$ cat src/rtl/apb_pkg.sv
// Shared APB master types: FSM state encoding, default bus widths and the
// per-requester response payload.
package apb_pkg;

  localparam int unsigned DEF_AW     = 8;
  localparam int unsigned DEF_DW     = 8;
  // Widest read data the response payload can carry; DW must not exceed it.
  localparam int unsigned RSP_DW_MAX = 32;

  typedef enum logic [1:0] {
    IDLE   = 2'd0,
    SETUP  = 2'd1,
    ACCESS = 2'd2
  } apb_state_t;

  typedef struct packed {
    logic [RSP_DW_MAX-1:0] rdata;
    logic                  err;
  } rsp_t;

endpackage

$ cat src/rtl/rr_arbiter.sv
// Round-robin arbiter with a registered last-grant pointer.
// Ports:
//   clk, rst_n : clock, async active-low reset
//   req        : per-requester request vector
//   advance    : the current grant is taken; move the pointer to it
//   grant      : one-hot grant (combinational), search starts at last+1
module rr_arbiter #(
  parameter int unsigned NREQ = 4
) (
  input  logic            clk,
  input  logic            rst_n,
  input  logic [NREQ-1:0] req,
  input  logic            advance,
  output logic [NREQ-1:0] grant
);

  localparam int unsigned IW = (NREQ > 1) ? $clog2(NREQ) : 1;

  logic [IW-1:0] last_q;
  logic [IW-1:0] gidx;
  logic          found;
  int unsigned   idx;

  // First requester at or after last+1, wrapping modulo NREQ.
  always_comb begin
    grant = '0;
    gidx  = '0;
    found = 1'b0;
    idx   = 0;
    for (int unsigned off = 1; off <= NREQ; off++) begin
      idx = (32'(last_q) + off) % NREQ;
      if (!found && req[IW'(idx)]) begin
        found             = 1'b1;
        grant[IW'(idx)]   = 1'b1;
        gidx              = IW'(idx);
      end
    end
  end

  // Reset to NREQ-1 so requester 0 wins the first arbitration.
  always_ff @(posedge clk or negedge rst_n) begin
    if (!rst_n) begin
      last_q <= IW'(NREQ - 1);
    end else if (advance && found) begin
      last_q <= gidx;
    end
  end

endmodule

$ cat src/rtl/apb_master_arb.sv
// Multi-requester APB master: round-robin picks one request, runs it through
// SETUP/ACCESS and returns read data / error to the issuing requester.
// Optional macro APB_TIMEOUT_EN: abort ACCESS after TIMEOUT wait cycles.
// Ports:
//   PCLK, PRESETn           : clock, async active-low reset
//   req_valid/write/addr/wdata : packed requester inputs (i at [i*W +: W])
//   req_ready               : one-hot accept pulse (combinational)
//   rsp_valid/rsp_rdata/rsp_err : registered completion, one-hot valid
//   PSEL..PWDATA, PRDATA, PREADY, PSLVERR : APB completer bus
module apb_master_arb
  import apb_pkg::*;
#(
  parameter int unsigned NREQ    = 4,
  parameter int unsigned AW      = DEF_AW,
  parameter int unsigned DW      = DEF_DW,
  parameter int unsigned TIMEOUT = 15
) (
  input  logic               PCLK,
  input  logic               PRESETn,
  input  logic [NREQ-1:0]    req_valid,
  input  logic [NREQ-1:0]    req_write,
  input  logic [NREQ*AW-1:0] req_addr,
  input  logic [NREQ*DW-1:0] req_wdata,
  output logic [NREQ-1:0]    req_ready,
  output logic [NREQ-1:0]    rsp_valid,
  output logic [DW-1:0]      rsp_rdata,
  output logic               rsp_err,
  output logic               PSEL,
  output logic               PENABLE,
  output logic               PWRITE,
  output logic [AW-1:0]      PADDR,
  output logic [DW-1:0]      PWDATA,
  input  logic [DW-1:0]      PRDATA,
  input  logic               PREADY,
  input  logic               PSLVERR
);

  apb_state_t      state_q, state_d;
  logic [NREQ-1:0] grant;
  logic [NREQ-1:0] owner_q;
  logic            any_req;
  logic            grant_en;
  logic            advance;
  logic            done;
  logic            timeout_hit;
  logic [AW-1:0]   sel_addr;
  logic [DW-1:0]   sel_wdata;
  logic            sel_write;
  rsp_t            rsp_q;

  assign any_req   = |req_valid;
  assign advance   = grant_en && any_req;
  assign req_ready = advance ? grant : '0;

  rr_arbiter #(.NREQ(NREQ)) u_arb (
    .clk     (PCLK),
    .rst_n   (PRESETn),
    .req     (req_valid),
    .advance (advance),
    .grant   (grant)
  );

  // Payload of the granted requester.
  always_comb begin
    sel_addr  = '0;
    sel_wdata = '0;
    sel_write = 1'b0;
    for (int i = 0; i < NREQ; i++) begin
      if (grant[i]) begin
        sel_addr  = req_addr[i*AW +: AW];
        sel_wdata = req_wdata[i*DW +: DW];
        sel_write = req_write[i];
      end
    end
  end

`ifdef APB_TIMEOUT_EN
  localparam int unsigned TW = $clog2(TIMEOUT + 1);

  logic [TW-1:0] tcnt_q;

  // Abort in the wait cycle whose increment would bring the count to TIMEOUT.
  assign timeout_hit = (state_q == ACCESS) && !PREADY && (tcnt_q == TW'(TIMEOUT - 1));

  always_ff @(posedge PCLK or negedge PRESETn) begin
    if (!PRESETn) begin
      tcnt_q <= '0;
    end else if (state_q == SETUP) begin
      tcnt_q <= '0;
    end else if (state_q == ACCESS && !PREADY) begin
      tcnt_q <= tcnt_q + TW'(1);
    end
  end
`else
  logic unused_timeout;
  assign unused_timeout = ^TIMEOUT;
  assign timeout_hit    = 1'b0;
`endif

  assign done = (state_q == ACCESS) && (PREADY || timeout_hit);

  // FSM state register.
  always_ff @(posedge PCLK or negedge PRESETn) begin
    if (!PRESETn) state_q <= IDLE;
    else          state_q <= state_d;
  end

  // Next state; arbitration is open in IDLE and in the completing ACCESS cycle.
  always_comb begin
    state_d  = state_q;
    grant_en = 1'b0;
    case (state_q)
      IDLE: begin
        grant_en = 1'b1;
        if (any_req) state_d = SETUP;
      end
      SETUP:  state_d = ACCESS;
      ACCESS: begin
        if (done) begin
          grant_en = 1'b1;
          state_d  = any_req ? SETUP : IDLE;
        end
      end
      default: state_d = IDLE;
    endcase
  end

  // APB outputs follow the next state; payload latches only on a grant.
  always_ff @(posedge PCLK or negedge PRESETn) begin
    if (!PRESETn) begin
      PSEL      <= 1'b0;
      PENABLE   <= 1'b0;
      PWRITE    <= 1'b0;
      PADDR     <= '0;
      PWDATA    <= '0;
      owner_q   <= '0;
      rsp_valid <= '0;
      rsp_q     <= '0;
    end else begin
      PSEL      <= (state_d != IDLE);
      PENABLE   <= (state_d == ACCESS);
      rsp_valid <= done ? owner_q : '0;
      if (advance) begin
        PADDR   <= sel_addr;
        PWDATA  <= sel_wdata;
        PWRITE  <= sel_write;
        owner_q <= grant;
      end
      // PREADY wins over a simultaneous timeout.
      if (done) begin
        rsp_q.err   <= PREADY ? PSLVERR : 1'b1;
        rsp_q.rdata <= (PREADY && !PWRITE) ? RSP_DW_MAX'(PRDATA) : '0;
      end
    end
  end

  logic unused_rsp;
  assign unused_rsp = ^rsp_q.rdata;

  assign rsp_rdata = rsp_q.rdata[DW-1:0];
  assign rsp_err   = rsp_q.err;

endmodule

$ cat config.mk
export PLATFORM = sky130hd
export DESIGN_NAME = apb_master_arb
export DESIGN_NICKNAME = d
export VERILOG_FILES = /design/src/rtl/apb_pkg.sv /design/src/rtl/rr_arbiter.sv /design/src/rtl/apb_master_arb.sv
export SDC_FILE = /design/constraint.sdc
export NUM_CORES = 1
export LEC_CHECK = 0
export ABC_CLOCK_PERIOD_IN_PS = 4460
export CAP_MARGIN = 20
export CORE_UTILIZATION = 25
export CTS_BUF_LIST = sky130_fd_sc_hd__clkbuf_16
export CTS_CLUSTER_DIAMETER = 150
export DETAILED_ROUTE_END_ITERATION = 8
export SLEW_MARGIN = 40
export SYNTH_ARGS = -nofsm -noshare
export SYNTH_HDL_FRONTEND = slang
export SYNTH_SLANG_ARGS = --single-unit
export TNS_END_PERCENT = 30
$ cat constraint.sdc
create_clock -name PCLK -period 4.46 [get_ports PCLK]
set_input_delay 1.338 -clock PCLK [delete_from_list [all_inputs] [get_ports PCLK]]
set_output_delay 1.338 -clock PCLK [all_outputs]
set_load 0.05 [all_outputs]
# [Word-level counts from Yosys, hierarchy flattened]
# Cells that the tools add are included.
[totals] in_bits=84 register_bits=40
[op_classes] addsub=4 n_reduce_logical=18 order_cmp=8 mux=50 bitwise_logic=3 n_eq_ne=3
[op_table] cell="two-way mux 8 bit" n=9
[op_table] cell="two-way mux 4 bit" n=6
[op_table] cell="two-way mux 1 bit" n=19
[op_table] cell="< comparator 2 x 3 -> 1 bit (second input constant)" n=4
[op_table] cell="two-way mux 2 bit" n=6
[op_table] cell="bitwise OR 4 bit" n=3
[op_table] cell="logical AND 1 bit" n=11
[op_table] cell="binary-select mux 1 bit (select 2 bit)" n=4
[op_table] cell="demux 1 bit (select 2 bit)" n=4
[op_table] cell=">= comparator 2 x 1 -> 1 bit (second input constant)" n=4
[op_table] cell="one-hot mux 2 bit (3 select lines)" n=1
[op_table] cell="adder 2 x 1 -> 2 bit (second input constant)" n=2
[op_table] cell="adder 2 bit (second input constant)" n=2
[op_table] cell="== test 2 bit (second input constant)" n=2
[op_table] cell="zero test 1 bit" n=4
[op_table] cell="OR reduction 4 bit" n=1
[op_table] cell="== test 2 x 1 -> 1 bit (second input constant)" n=1
[op_table] cell="zero test 2 bit" n=1
[op_table] cell="one-hot mux 1 bit (2 select lines)" n=1
[op_table] cell="nonzero test 2 bit" n=1

# [Logic depth before layout (Yosys ltp)]
[depth] word_depth=17 depth_mapped=12

# [Hierarchy]
# From an unflattened synthesis, not the netlist that was laid out.
[hier_totals] hier_cells=260 hier_area_um2=2637.5
[by_module_without_submodules] module="apb_master_arb" cells_per_inst=183 instances=1 area_each_um2=2000.7
[by_module_without_submodules] module="rr_arbiter" cells_per_inst=77 instances=1 area_each_um2=636.9

# [Worst setup path before layout]
# No wires, ideal clock.
[synth_timing] path_kind="input to output" from="in req_valid[1]" to="out req_ready[2]" t_arrival_ns=3.332 path_stages=6 n_path_buf=1 setup_slack_ns=-0.210 path_cell_list="mux4_1 > nor4b_4 > nand2_1 > o211a_1 > clkbuf_2 > nor2_1"
[synth_between] elab_chain_len=13 elab_cells_between_ends=27 classes_between="mux (16); bitwise (3); reduce/logical (8)"
[synth_rtl] item="from (decl)" line="apb_master_arb.sv:20" rtl="input logic [NREQ-1:0] req_valid,"
[synth_rtl] item="binary-select mux 1 bit (select 2 bit)" line="rr_arbiter.sv:32" rtl="if (!found && req[IW'(idx)]) begin"
[synth_rtl] item="two-way mux 1 bit (implied by the code)" line="rr_arbiter.sv:32"
[synth_rtl] item="two-way mux 1 bit" line="rr_arbiter.sv:32"
[synth_rtl] item="zero test 1 bit" line="rr_arbiter.sv:32"
[synth_rtl] item="logical AND 1 bit" line="rr_arbiter.sv:32"
[synth_rtl] item="two-way mux 1 bit" line="rr_arbiter.sv:32"
[synth_rtl] item="zero test 1 bit" line="rr_arbiter.sv:32"
[synth_rtl] item="logical AND 1 bit" line="rr_arbiter.sv:32"
[synth_rtl] item="two-way mux 1 bit" line="rr_arbiter.sv:32"
[synth_rtl] item="zero test 1 bit" line="rr_arbiter.sv:32"
[synth_rtl] item="logical AND 1 bit" line="rr_arbiter.sv:32"
[synth_rtl] item="two-way mux 4 bit" line="rr_arbiter.sv:32"
[synth_rtl] item="two-way mux 4 bit *" line="apb_master_arb.sv:53" rtl="assign req_ready = advance ? grant : '0;"
[synth_rtl] item="to (decl)" line="apb_master_arb.sv:24" rtl="output logic [NREQ-1:0] req_ready,"
# Every way passes the cells marked *; elsewhere a longest branch is shown, timed or not. The select of a mux whose other input is x is not followed.

# [Worst setup path in the final report]
# Ends and elaborated chain as after synthesis.

==> results.json <==
{
  "status": "completed",
  "synthAdderAreaFrac": 0.0410,
  "reg2reg_slack_ns": 1.47,
  "synth.mux.area_fraction": 0.0584,
  "crit_chain": "buf_2 > mux4_2 > buf_4 > and2b_1 > a22oi_1 > o211a_1 > nor2_4 > buf_12",
  "htree_levels": 2,
  "antenna_cells": 0,
  "antenna_found_initial": 0,
  "yosys.area_share.simple": 0.0948,
  "die_y_um": 101,
  "start_kind": "primary input",
  "first_global_vias": 2397,
  "routed_wl_um": 7160,
  "design_area_mm2": 0.00408,
  "setup_viol": 0,
  "place_congestion": 0.839,
  "worstPathArrival_ns": 3.02,
  "crit_buf_inv": 3,
  "postSynth.asyncResetShare": 1.00,
  "place_ws_ns": -0.367,
  "critPathMaxStageDelay_ns": 0.54,
  "relSlewSlack": 0.532,
  "min_period_ns": 4.36,
  "syn-num-nets": 319,
  "hp-class": "reg -> reg",
  "synth_area_leaders": "dfrtp_1 39%, a221oi_2 6.1%, a22oi_1 5.8%, o21ai_0 5.3%, ha_1 4.1%",
  "syn_to_final_growth_pct": 67.0,
  "grt_max_degree": 41,
  "setup_slack_ns": 0.0978,
  "cp_slowest_cell": "mux4_2",
  "post_drt_via_cell_ratio": 4.69,
  "path_class": "in -> out",
  "initial_core_util": 0.261,
  "drtIter0Drc": 60,
  "wire_per_inst_um": 14.4,
  "synth_compound_area_frac": 0.329,
  "cts_root_buf": "clkbuf_16",
  "numCtsBuffers": 5,
  "die_w_um": 101,
  "yosys.area.top_type_share": 0.389,
  "num_rows": 35,
  "port_buffers": 119,
  "fillers": 948,
  "crit_path_end_kind": "output port",
  "ys_ff_latch": 40,
  "layout_commonest_cell": "clkdlybuf4s50_1",
  "grt_pass1_wl_um": 11500,
  "synth-seq-area-share": 0.411,
  "rsz0062_at_grt": "false",
  "drtAntennaViolNets": 0,
  "place.detailed.hpwl_um": 5370,
  "drv_cap": 0,
  "clockBufferDepth": 2,
  "yosys.area.top_type": "dfrtp_1",
  "drive_above_1_share": 0.232,
  "met1_length_um": 2960,
  "cts_tree": "yes",
  "power_density_mw_per_mm2": 912,
  "placed_area_mm2": 0.00394,
  "finClkSkew_ns": 0.00449,
  "wl_met3_um": 557,
  "path_clk_slew_ns": 0.06,
  "insertion_delay_ns": 0.28,
  "final_cell_mix": "110 x clkdlybuf4s50_1, 38 x dfrtp_1, 29 x buf_4",
  "crit_family": "multiplexers",
  "syn_inst": 227,
  "dr.max_layer_used": "met4",
  "core_area_mm2": 0.00937,
  "slew_violations": 0,
  "fmax_mhz": 229,
  "synth_top_family_by_area": "compound AO/OA/AOI/OAI gates",
  "cts_hold_buf": 0,
  "p_leak_nw": 1.66,
  "yosys_warnings": 0,
  "synth_ff_type": "dfrtp_1",
  "hold_viol": 0,
  "grt_overflow": 0,
  "vias": 2328,
  "synth_edf_count": 0,
  "syn_area_per_cell_um2": 10.8,
  "route.met2.wl_um": 3510,
  "drc_errors": 0,
  "syn-cell-area_mm2": 0.00244,
  "synth-xor-area-share": 0.00359,
  "tightest_slew_ns": 0.699,
  "min_period_over_period": 0.978,
  "ir_drop_mv": 0.382,
  "cts.sinks": 40,
  "dr.pass1.iters": 4,
  "dieArea_mm2": 0.0102,
  "crit_fanout": 8,
  "required_ns": 3.12,
  "ioPinCount": 120,
  "fin_nets": 458,
  "grt_usage": 0.145,
  "synth.distinct_cells": 49,
  "p_total_mw": 3.72
}
area by class of cell:
| type | count | area [um2] | share of cell area |
|---|---|---|---|
| clock inverters | 3 | 18.8 | 0.00460 |
| well taps | 129 | 161 | 0.0396 |
| inverters | 12 | 45.0 | 0.0110 |
| clock buffers | 5 | 125 | 0.0307 |
| multi-input cells | 160 | 1310 | 0.320 |
| repair buffers | 147 | 1420 | 0.348 |
| flip-flops and latches | 40 | 1000 | 0.246 |
repair_timing:
item / CTS / global route
gates cloned: 0 / 0
gates resized for setup: 17 / 5
setup endpoints to repair: 4 / 4
buffers inserted: 0 / 1
pin swaps: 4 / 5
per-stage QoR:
stage,hold slack [ns],cells,setup TNS [ns],utilization
2_1_floorplan,0.450,227,-0.108,-
6_report,0.476,496,0,0.435
4_1_cts,0.483,495,0,0.435
3_5_place_dp,0.469,487,-1.23,0.421
5_1_grt,0.503,496,0,0.435
3_3_place_gp,0.464,487,-1.11,0.420
power breakdown:
group          leakage (nW)  switching [mW]  internal [mW]  total (mW)
clock                0.0635           0.142          0.205       0.347
sequential            0.501          0.0906          0.543       0.634
combinational          1.10            1.59           1.14        2.74
total                  1.66            1.83           1.89        3.72
worst paths after layout:
check,end,start,cells past startpoint
worst max-delay path,req_ready[2],req_valid[1],8
worst min-delay path,owner_q[2],owner_q[2],1
worst max register to register,PWDATA[1],u_arb.last_q[0],10
worst min register to register,owner_q[2],owner_q[2],1
max in group asynchronous,u_arb.last_q[0],PRESETn,1
min in group asynchronous,rsp_err,PRESETn,1
cell families (layout without fill, tap and decap cells):
family | count (synthesis) | count (layout)
AO/OA/AOI/OAI | 103 | 103
XOR/XNOR | 1 | 1
adder cells (fa/ha/maj) | 8 | 8
buffers and inverters | 27 | 167
flip-flops | 40 | 40
multiplexers | 8 | 8
AND/OR/NAND/NOR | 40 | 40
cell usage after synthesis, types with 2 or more instances:
cell type,number
buf_6,3
dfrtp_1,38
o21ai_0,26
mux2_2,4
clkbuf_1,4
o21ai_1,7
a21o_1,5
buf_4,3
a22oi_1,19
o21ai_2,10
mux4_2,2
inv_1,12
nand2b_1,10
o31ai_1,2
a221oi_2,10
ha_1,8
nand2_1,12
a221oi_1,7
mux4_1,2
a21oi_1,6
and2_1,2
dfstp_2,2
nor2_1,7
flip-flops by register name, summed over array words and instances, names as in the netlist:
register	cells
rsp_err	1
owner_q	4
u_arb.last_q	2
rsp_valid	4
PADDR	8
PENABLE	1
PWDATA	8
PSEL	1
rsp_rdata	8
state_q	2
PWRITE	1
per-layer routing:
metal | up-vias | track usage
met5 | - | 0
met4 | 0 | 0.0412
met3 | 16 | 0.0416
met2 | 100 | 0.257
met1 | 1077 | 0.170
li1 | 1135 | -
Power figures use the tool's default switching activity.
